## src/rtl/game_pkg.sv

```systemverilog
// Shared types and default sizing for the number-guessing game (target generator and judge).
// Constants only; no logic, no latency, no flow control.
package game_pkg;

    localparam int N_DEF         = 6;
    localparam int MAX_TRIES_DEF = 8;

    typedef enum logic [1:0] {
        IDLE = 2'd0,
        PLAY = 2'd1,
        WIN  = 2'd2,
        LOSE = 2'd3
    } state_t;

    typedef enum logic [1:0] {
        NONE = 2'd0,
        LOW  = 2'd1,
        HIGH = 2'd2,
        HIT  = 2'd3
    } result_t;

endpackage

```

## src/rtl/guess_cmp.sv

```systemverilog
// Unsigned compare of a guess against the latched target.
// Purely combinational, zero latency; always produces LOW, HIGH or HIT.
module guess_cmp
    import game_pkg::*;
#(
    parameter int N = N_DEF
) (
    input  logic [N-1:0] guess,
    input  logic [N-1:0] target,
    output result_t      result
);

    always_comb begin
        result = HIT;
        if (guess > target) begin
            result = HIGH;
        end else if (guess < target) begin
            result = LOW;
        end
    end

endmodule

```

## src/rtl/guess_judge.sv

```systemverilog
// Judges player guesses against a PRBS target captured on start; tracks attempts and a saturating win score.
// All outputs registered, judgement one cycle after accept; guess_ready is high only in PLAY.
module guess_judge
    import game_pkg::*;
#(
    parameter  int N         = N_DEF,
    parameter  int MAX_TRIES = MAX_TRIES_DEF,
    localparam int CW        = $clog2(MAX_TRIES + 1)
) (
    input  logic          clock,
    input  logic          reset_n,
    input  logic          start,
    input  logic [N-1:0]  target,
    input  logic          guess_valid,
    input  logic [N-1:0]  guess,
    output logic          guess_ready,
    output logic          result_valid,
    output logic          too_high,
    output logic          too_low,
    output logic          hit,
    output logic [CW-1:0] attempts,
    output logic          game_over,
    output logic          lose,
    output logic [7:0]    wins,
    output logic [N-1:0]  reveal
);

    state_t         state;
    logic [N-1:0]   target_q;
    result_t        cmp_res;
    logic           accept;
    logic [CW-1:0]  att_next;
    logic           last_try;

    guess_cmp #(.N(N)) u_cmp (
        .guess  (guess),
        .target (target_q),
        .result (cmp_res)
    );

    // guess_ready mirrors state==PLAY, so it can stand in for the state test here.
    assign accept   = guess_valid & guess_ready & ~start;
    assign att_next = attempts + 1'b1;
    assign last_try = (att_next == CW'(MAX_TRIES));

    always_ff @(posedge clock) begin
        if (!reset_n) begin
            state        <= IDLE;
            target_q     <= '0;
            guess_ready  <= 1'b0;
            result_valid <= 1'b0;
            too_high     <= 1'b0;
            too_low      <= 1'b0;
            hit          <= 1'b0;
            attempts     <= '0;
            game_over    <= 1'b0;
            lose         <= 1'b0;
            wins         <= '0;
            reveal       <= '0;
        end else begin
            result_valid <= 1'b0;
            if (start) begin
                state       <= PLAY;
                target_q    <= target;
                guess_ready <= 1'b1;
                too_high    <= 1'b0;
                too_low     <= 1'b0;
                hit         <= 1'b0;
                attempts    <= '0;
                game_over   <= 1'b0;
                lose        <= 1'b0;
                reveal      <= '0;
            end else begin
                unique case (state)
                    PLAY: begin
                        if (accept) begin
                            result_valid <= 1'b1;
                            attempts     <= att_next;
                            too_high     <= (cmp_res == HIGH);
                            too_low      <= (cmp_res == LOW);
                            hit          <= (cmp_res == HIT);
                            // A hit on the final attempt is a win, so test HIT first.
                            if (cmp_res == HIT) begin
                                state       <= WIN;
                                guess_ready <= 1'b0;
                                game_over   <= 1'b1;
                                reveal      <= target_q;
                                if (wins != 8'hFF) begin
                                    wins <= wins + 8'd1;
                                end
                            end else if (last_try) begin
                                state       <= LOSE;
                                guess_ready <= 1'b0;
                                game_over   <= 1'b1;
                                lose        <= 1'b1;
                                reveal      <= target_q;
                            end
                        end
                    end
                    IDLE, WIN, LOSE: begin
                        state <= state;
                    end
                    default: begin
                        state <= IDLE;
                    end
                endcase
            end
        end
    end

endmodule

```

## config.mk

```make
export PLATFORM = sky130hd
export DESIGN_NAME = guess_judge
export DESIGN_NICKNAME = d
export VERILOG_FILES = /design/src/rtl/game_pkg.sv /design/src/rtl/guess_cmp.sv /design/src/rtl/guess_judge.sv
export SDC_FILE = /design/constraint.sdc
export NUM_CORES = 1
export LEC_CHECK = 0
export CAP_MARGIN = 10
export CORE_MARGIN = 4
export CORE_UTILIZATION = 47
export CTS_CLUSTER_DIAMETER = 120
export DETAILED_ROUTE_END_ITERATION = 8
export PLACE_DENSITY = 0.78
export SLEW_MARGIN = 0
export SYNTH_ARGS = -nofsm -noshare
export SYNTH_HDL_FRONTEND = slang
export SYNTH_HIERARCHICAL = 1
export SYNTH_SLANG_ARGS = --single-unit
```

## constraint.sdc

```tcl
create_clock -name clock -period 3.1 [get_ports clock]
set_input_delay 0.93 -clock clock [delete_from_list [all_inputs] [get_ports clock]]
set_output_delay 0.93 -clock clock [all_outputs]
set_load 0.02 [all_outputs]
```

Word level (Yosys, flattened, before mapping)
Cells that the tools add are included.
{"block": "totals", "input_bits": 16, "reg_bits": 33, "out_inout_bits": 25, "elab_cells": 69}
{"block": "classes", "reduce_logical": 15, "eq_ne": 13, "n_lt_le_gt_ge": 2, "muxes": 17, "bitwise_logic": 7, "add_sub_neg": 2}
{"cell": "2-bit 2-to-1 mux", "n": 6}
{"cell": "6-bit 2-to-1 mux", "n": 2}
{"cell": "3-bit AND reduction", "n": 4}
{"cell": "1-bit 2-to-1 mux", "n": 9}
{"cell": "8-bit by 1-bit adder with 8-bit output, second input constant", "n": 1}
{"cell": "2-bit == test, second input constant", "n": 4}
{"cell": "8-bit != test, second input constant", "n": 1}
{"cell": "6-bit greater-than comparator", "n": 1}
{"cell": "6-bit < comparator", "n": 1}
{"cell": "3-bit != test, second input constant", "n": 2}
{"cell": "2-bit nonzero test", "n": 3}
{"cell": "3-bit OR reduction", "n": 2}
{"cell": "1-bit NOT", "n": 5}
{"cell": "5-bit AND reduction", "n": 1}
{"cell": "4-bit by 1-bit adder with 4-bit output, second input constant", "n": 1}
{"cell": "2-bit by 1-bit == test with 1-bit output, second input constant", "n": 2}
{"cell": "4-bit == test, second input constant", "n": 1}
{"cell": "2-bit != test, second input constant", "n": 2}
{"cell": "4-bit != test, second input constant", "n": 1}
{"cell": "4-bit AND reduction", "n": 1}
{"cell": "3-bit nonzero test", "n": 1}
{"cell": "1-bit bitwise AND", "n": 2}
{"cell": "2-bit logical NOT", "n": 1}
{"cell": "2-bit AND reduction", "n": 1}
{"cell": "2-bit OR reduction", "n": 1}

Depth between registers and ports, before layout
{"block": "depth", "word_depth": 8, "mapped_depth": 10, "depth_no_buf": 9}

By module
Netlist, hierarchy kept.
{"module": "guess_judge", "area_per_inst_um2": 1337.5, "n_inst": 1, "cells_each": 141, "seq_area_each_um2": 660.6}
{"module": "guess_cmp", "area_per_inst_um2": 157.7, "n_inst": 1, "cells_each": 23, "seq_area_each_um2": 0.0}

Least setup slack after synthesis
OpenSTA, ideal clock, no wires.
{"block": "synth_timing", "path_kind": "input to register", "from": "input port guess[5]", "to": "register wins[4]", "n_path_buf": 1, "cell_stages": 8, "arrival_ns": 2.665, "setup_ns": 0.071, "slack_ns": 0.364, "cell_sequence": "ha_1 a21o_1 o32ai_1 and2_2 o2111ai_4 buf_6 or3_1 a21oi_1"}
{"block": "synth_via", "word_cells_on_any_way": 6, "classes_between": "order compare (2); eq/ne (1); mux (2); reduce/logical (1)"}
{"item": "start: declaration", "line_no": "guess_judge.sv:15", "source": "input logic [N-1:0] guess,"}
{"item": "6-bit greater-than comparator", "line_no": "guess_cmp.sv:15", "source": "if (guess > target) begin"}
{"item": "2-bit 2-to-1 mux", "line_no": "guess_cmp.sv:15"}
{"item": "via cmp_res[0]", "line_no": "guess_judge.sv:30", "source": "result_t cmp_res;"}
{"item": "2-bit == test", "line_no": "guess_judge.sv:83", "source": "if (cmp_res == HIT) begin"}
{"item": "5-bit AND reduction (no line)"}
{"item": "end signal: assignment", "line_no": "guess_judge.sv:89", "source": "wins <= wins + 8'd1;"}
{"item": "end: declaration", "line_no": "guess_judge.sv:24", "source": "output logic [7:0] wins,"}
The timed path passes the listed nets, and every way through them passes these cells.
A chain may end at the register's enable or synchronous reset.

Worst setup path in the final report
{"block": "layout_timing", "from": "input port guess[5]", "to": "register wins[2]"}
Same word-level chain as after synthesis.

==> summary.txt <==
Outcome
  – Status: finished, final reports clean

Timing
  – Maximum clock rate: around 340 MHz
  – Final number of setup-violating endpoints: 0
  – Final hold vios: 0
  – Slew margin rel.: 77.3%
  – Max-slew violation count: 0
  – Final worst-path cycle share: between 90% and 100%
  – Tightest Pin Transition: 0.340 ns
  – Setup Skew: 0.00918 ns
  – RSZ-0062 raised after global routing: false
  – Minimum clock period: 2.95 ns

Setup path
  – Worst EP required: 3.37 ns
  – Delay of the slowest cell on the worst path: 0.41 ns
  – CP Launch Type: primary input
  – Crit Path Class: primary input to flip-flop
  – End of the worst register-to-register path: wins[2]
  – Delay-heaviest family, CP: compound AO/OA/AOI/OAI gates
  – WP buf/inv: 2
  – Peak fanout along the critical path: 9
  – Arrival time worst endpoint: roughly 3.2 ns
  – CP max-delay cell: clkdlybuf4s50_1
  – CP Cell Sequence: clkdlybuf4s50_1 > ha_1 > nand4_1 > a21oi_1 > o32ai_2 > and2_2 > o2111ai_4 > buf_4 > or3_1 > a21oi_1
  – Nature of the critical path endpoint: flip-flop
  – R2R Path Start: target_q[5]
  – Levels on crit path: 10
  – Crit path top cell by count: a21oi_1
  – R2R Setup Slk: 0.70 ns
  – Register-to-Register Path Depth: 10

Finish
  – Share of cells above drive strength 1: 10.6%
  – Fin util: 68.2%
  – Area growth from synthesis to final layout: 39.2%
  – Post-route cell area: ~0.0021 sq mm
  – Final #Nets: 240
  – # diodes: 0
  – Final Non-Filler Cells: approximately 260

Drt
  – Final wirelength: 3390 um
  – Final ANT Viol Nets: 0
  – Wire length per cell: 13.0 um
  – Initial DRC Count: 57
  – Vias per cell: 5.17
  – DR pass1 iterations: 4
  – Vias: 1349
  – Post-route DRC: 0

Min path
  – Hold path startpoint: too_low
  – Worst hold endpoint: too_low
  – Class of the worst hold path: flip-flop to flip-flop
  – Depth of the worst hold-timing path: 2

Synth
  – Post-synth EDFFs: 0
  – Ys flop type: dfxtp_1
  – Synth top area cells: dfxtp_1 (44%), mux2i_1 (8.7%), ha_1 (6.7%)
  – Syn avg cell area: 9.12 sq um
  – Synth cell types: 33
  – Top cells by count, synth: dfxtp_1 (33), nand2_1 (25), nor2_1 (16)
  – Top cell type by total area after synthesis: dfxtp_1
  – #FFs+latches synth: 33
  – YS warnings: 6
  – Mapped Cells: 164
  – Post-synth ARST share: 0%
  – Share of the synthesized area in the top cell type: 44.2%
  – Mapped cell area: around 0.0015 sq mm
  – Most common cell in the netlist: dfxtp_1
  – Sequential share of the synthesized area: 44.2%
  – Syn nets: 188

Floorplanning
  – Area of the die: 0.00415 sq mm
  – Core area: 0.00305 sq mm
  – # rows: 20
  – Die Span Y: 64.4 um
  – Initial Util: 49.0%
  – Die X: 64.4 um
  – I/O pin count: 41

Global routing
  – Vias in the first global route: 1332
  – Initial antenna violation count: 0
  – Largest net degree at the start of global routing: 18
  – Total GRT Usage: 17.5%
  – Global-route wire length before repair: 5670 um
  – Congestion Overflow GR: 0

Power
  – Int Pwr: 0.000612 W
  – Leak: approximately 0.8 nW
  – Sw frac: a little under a quarter
  – Combinational Power Share: 11.6%
  – Sequential Power Share: 54.5%
  – Pwr dens: 385 mW/mm^2
  – Sw Pwr: 0.000189 W
  – VDD IR max: 0.000236 V
  – Power share of the clock group: 33.8%
  – Final Power: 0.000801 W

Clock network
  – CTS max path bufs: 2
  – Clock Pin Slew Worst Setup and Hold Paths: 0.09 ns
  – Root Driver: clkbuf_4
  – CTS buffer count: 5
  – Setup bufs post-CTS: 0
  – Clk sink count: 33
  – Worst skew pair latency: 0.34 ns
  – CTS tree: done
  – H-tree Lvls: 2

Place
  – Dpl cell area: 0.00200 sq mm
  – GPL Wtd Cong: 0.826
  – Hpwl dp: 2660 um
  – Total placed cells including tap cells: 253
  – Port bufs: 40

Flow run
  – Max_cap viols: 0
==> metrics by stage <==
step	TNS (ns)	hold slack (ns)	setup WS, ns
2_1_floorplan	0	0.447	0.364
3_3_place_gp	-0.794	0.445	-0.181
3_5_place_dp	-1.40	0.453	-0.290
4_1_cts	0	0.466	0.0691
5_1_grt	0	0.485	0.00605
6_report	0	0.460	0.147
==> area by class of cell <==
cell class                      instances  area, sq um
Clock inverter                          1         5.00
Tap cell                               44         55.1
Timing Repair Buffer                   50          488
Clock buffer                            7         65.1
Sequential cell                        33          661
Inverter                               10         37.5
Fill cell                             269          972
Multi-Input combinational cell        116          769
==> power groups by stage <==
stage,clock (W),sequential (W),combinational (W)
final,0.000271,0.000437,0.0000932
after CTS,0.000280,0.000437,0.0000910
after global placement,0,0.000447,0.0000861
after floorplan,0,0.000448,0.0000472
after detailed placement,0,0.000447,0.0000905
after global routing,0.000300,0.000439,0.000102
==> layer usage <==
layer  vias up  wire length (um)  global-route usage, %  part of all wire [%]
li1        675                 -                      -                     -
met1       628              1380                   18.1                    41
met2        38              1750                   31.7                    52
met3         8               202                   6.33                   6.0
met4         0                57                   7.12                   1.7
met5         -                 0                      0                     0
==> worst max-delay path by stage <==
stage | from | to | slack, ns
CTS | guess[5] | wins[2] | 0.07
detailed placement | guess[5] | wins[2] | -0.29
floorplan | guess[5] | wins[4] | 0.36
global route | guess[5] | wins[5] | 0.006
finish | guess[5] | wins[2] | 0.15
global placement | guess[5] | wins[5] | -0.18
==> logic make-up (layout without fill, tap and decap cells) <==
family                   Yosys count  count (layout)  share of synthesized area [%]
AO/OA/AOI/OAI                     28              28                           12.6
XOR/XNOR                           4               4                           2.34
adder cells (fa/ha/maj)            8               8                           6.69
buffers and inverters             15              68                           4.85
flip-flops                        33              33                           44.2
multiplexers                      13              13                           8.70
AND/OR/NAND/NOR                   63              63                           20.6
==> registers in the layout, indices dropped and copies added (netlist names), 2 cells and up <==
signal,count
target_q,6
reveal,6
wins,8
state,2
attempts,4
==> cells in the final DEF, fill, tap and decap left out <==
master and count:
or4_1 3, mux2i_1 13, o2111ai_4 1, a21oi_1 14, nand4_1 2, or3_1 4, buf_12 1, nand2_1 25
and2_2 1, inv_2 1, nand3_1 5, clkdlybuf4s50_1 40, o31ai_1 3, nand4b_1 1, o32ai_2 1, clkbuf_8 2
a21boi_0 1, a21o_1 1, ha_1 8, nor2_1 16, xnor2_1 1, clkinv_1 1, dfxtp_1 33, nand2b_1 1
nand4_2 1, o2111ai_1 1, o21a_1 3, clkinv_2 1, inv_1 8, xor2_1 3, o21ai_0 3, and3b_1 1
and4b_1 1, clkbuf_4 5, buf_4 9, nand3b_1 2
==> worst register-to-register path: cells and delay by family, from the launching register on <==
| family | cells | cell delay, ns |
|---|---|---|
| buffers and inverters | 2 | 0.27 |
| flip-flops | 1 | 0.37 |
| adder cells (fa/ha/maj) | 1 | 0.33 |
| AO/OA/AOI/OAI | 4 | 0.69 |
| AND/OR/NAND/NOR | 3 | 0.68 |
==> what timing repair did <==
| item | in CTS | in global routing |
|---|---|---|
| setup endpoints to repair | 0 | 3 |
| resized for setup | 0 | 1 |
| hold buffers | 0 | 0 |
Note: power is estimated with default switching activity, not from simulation.
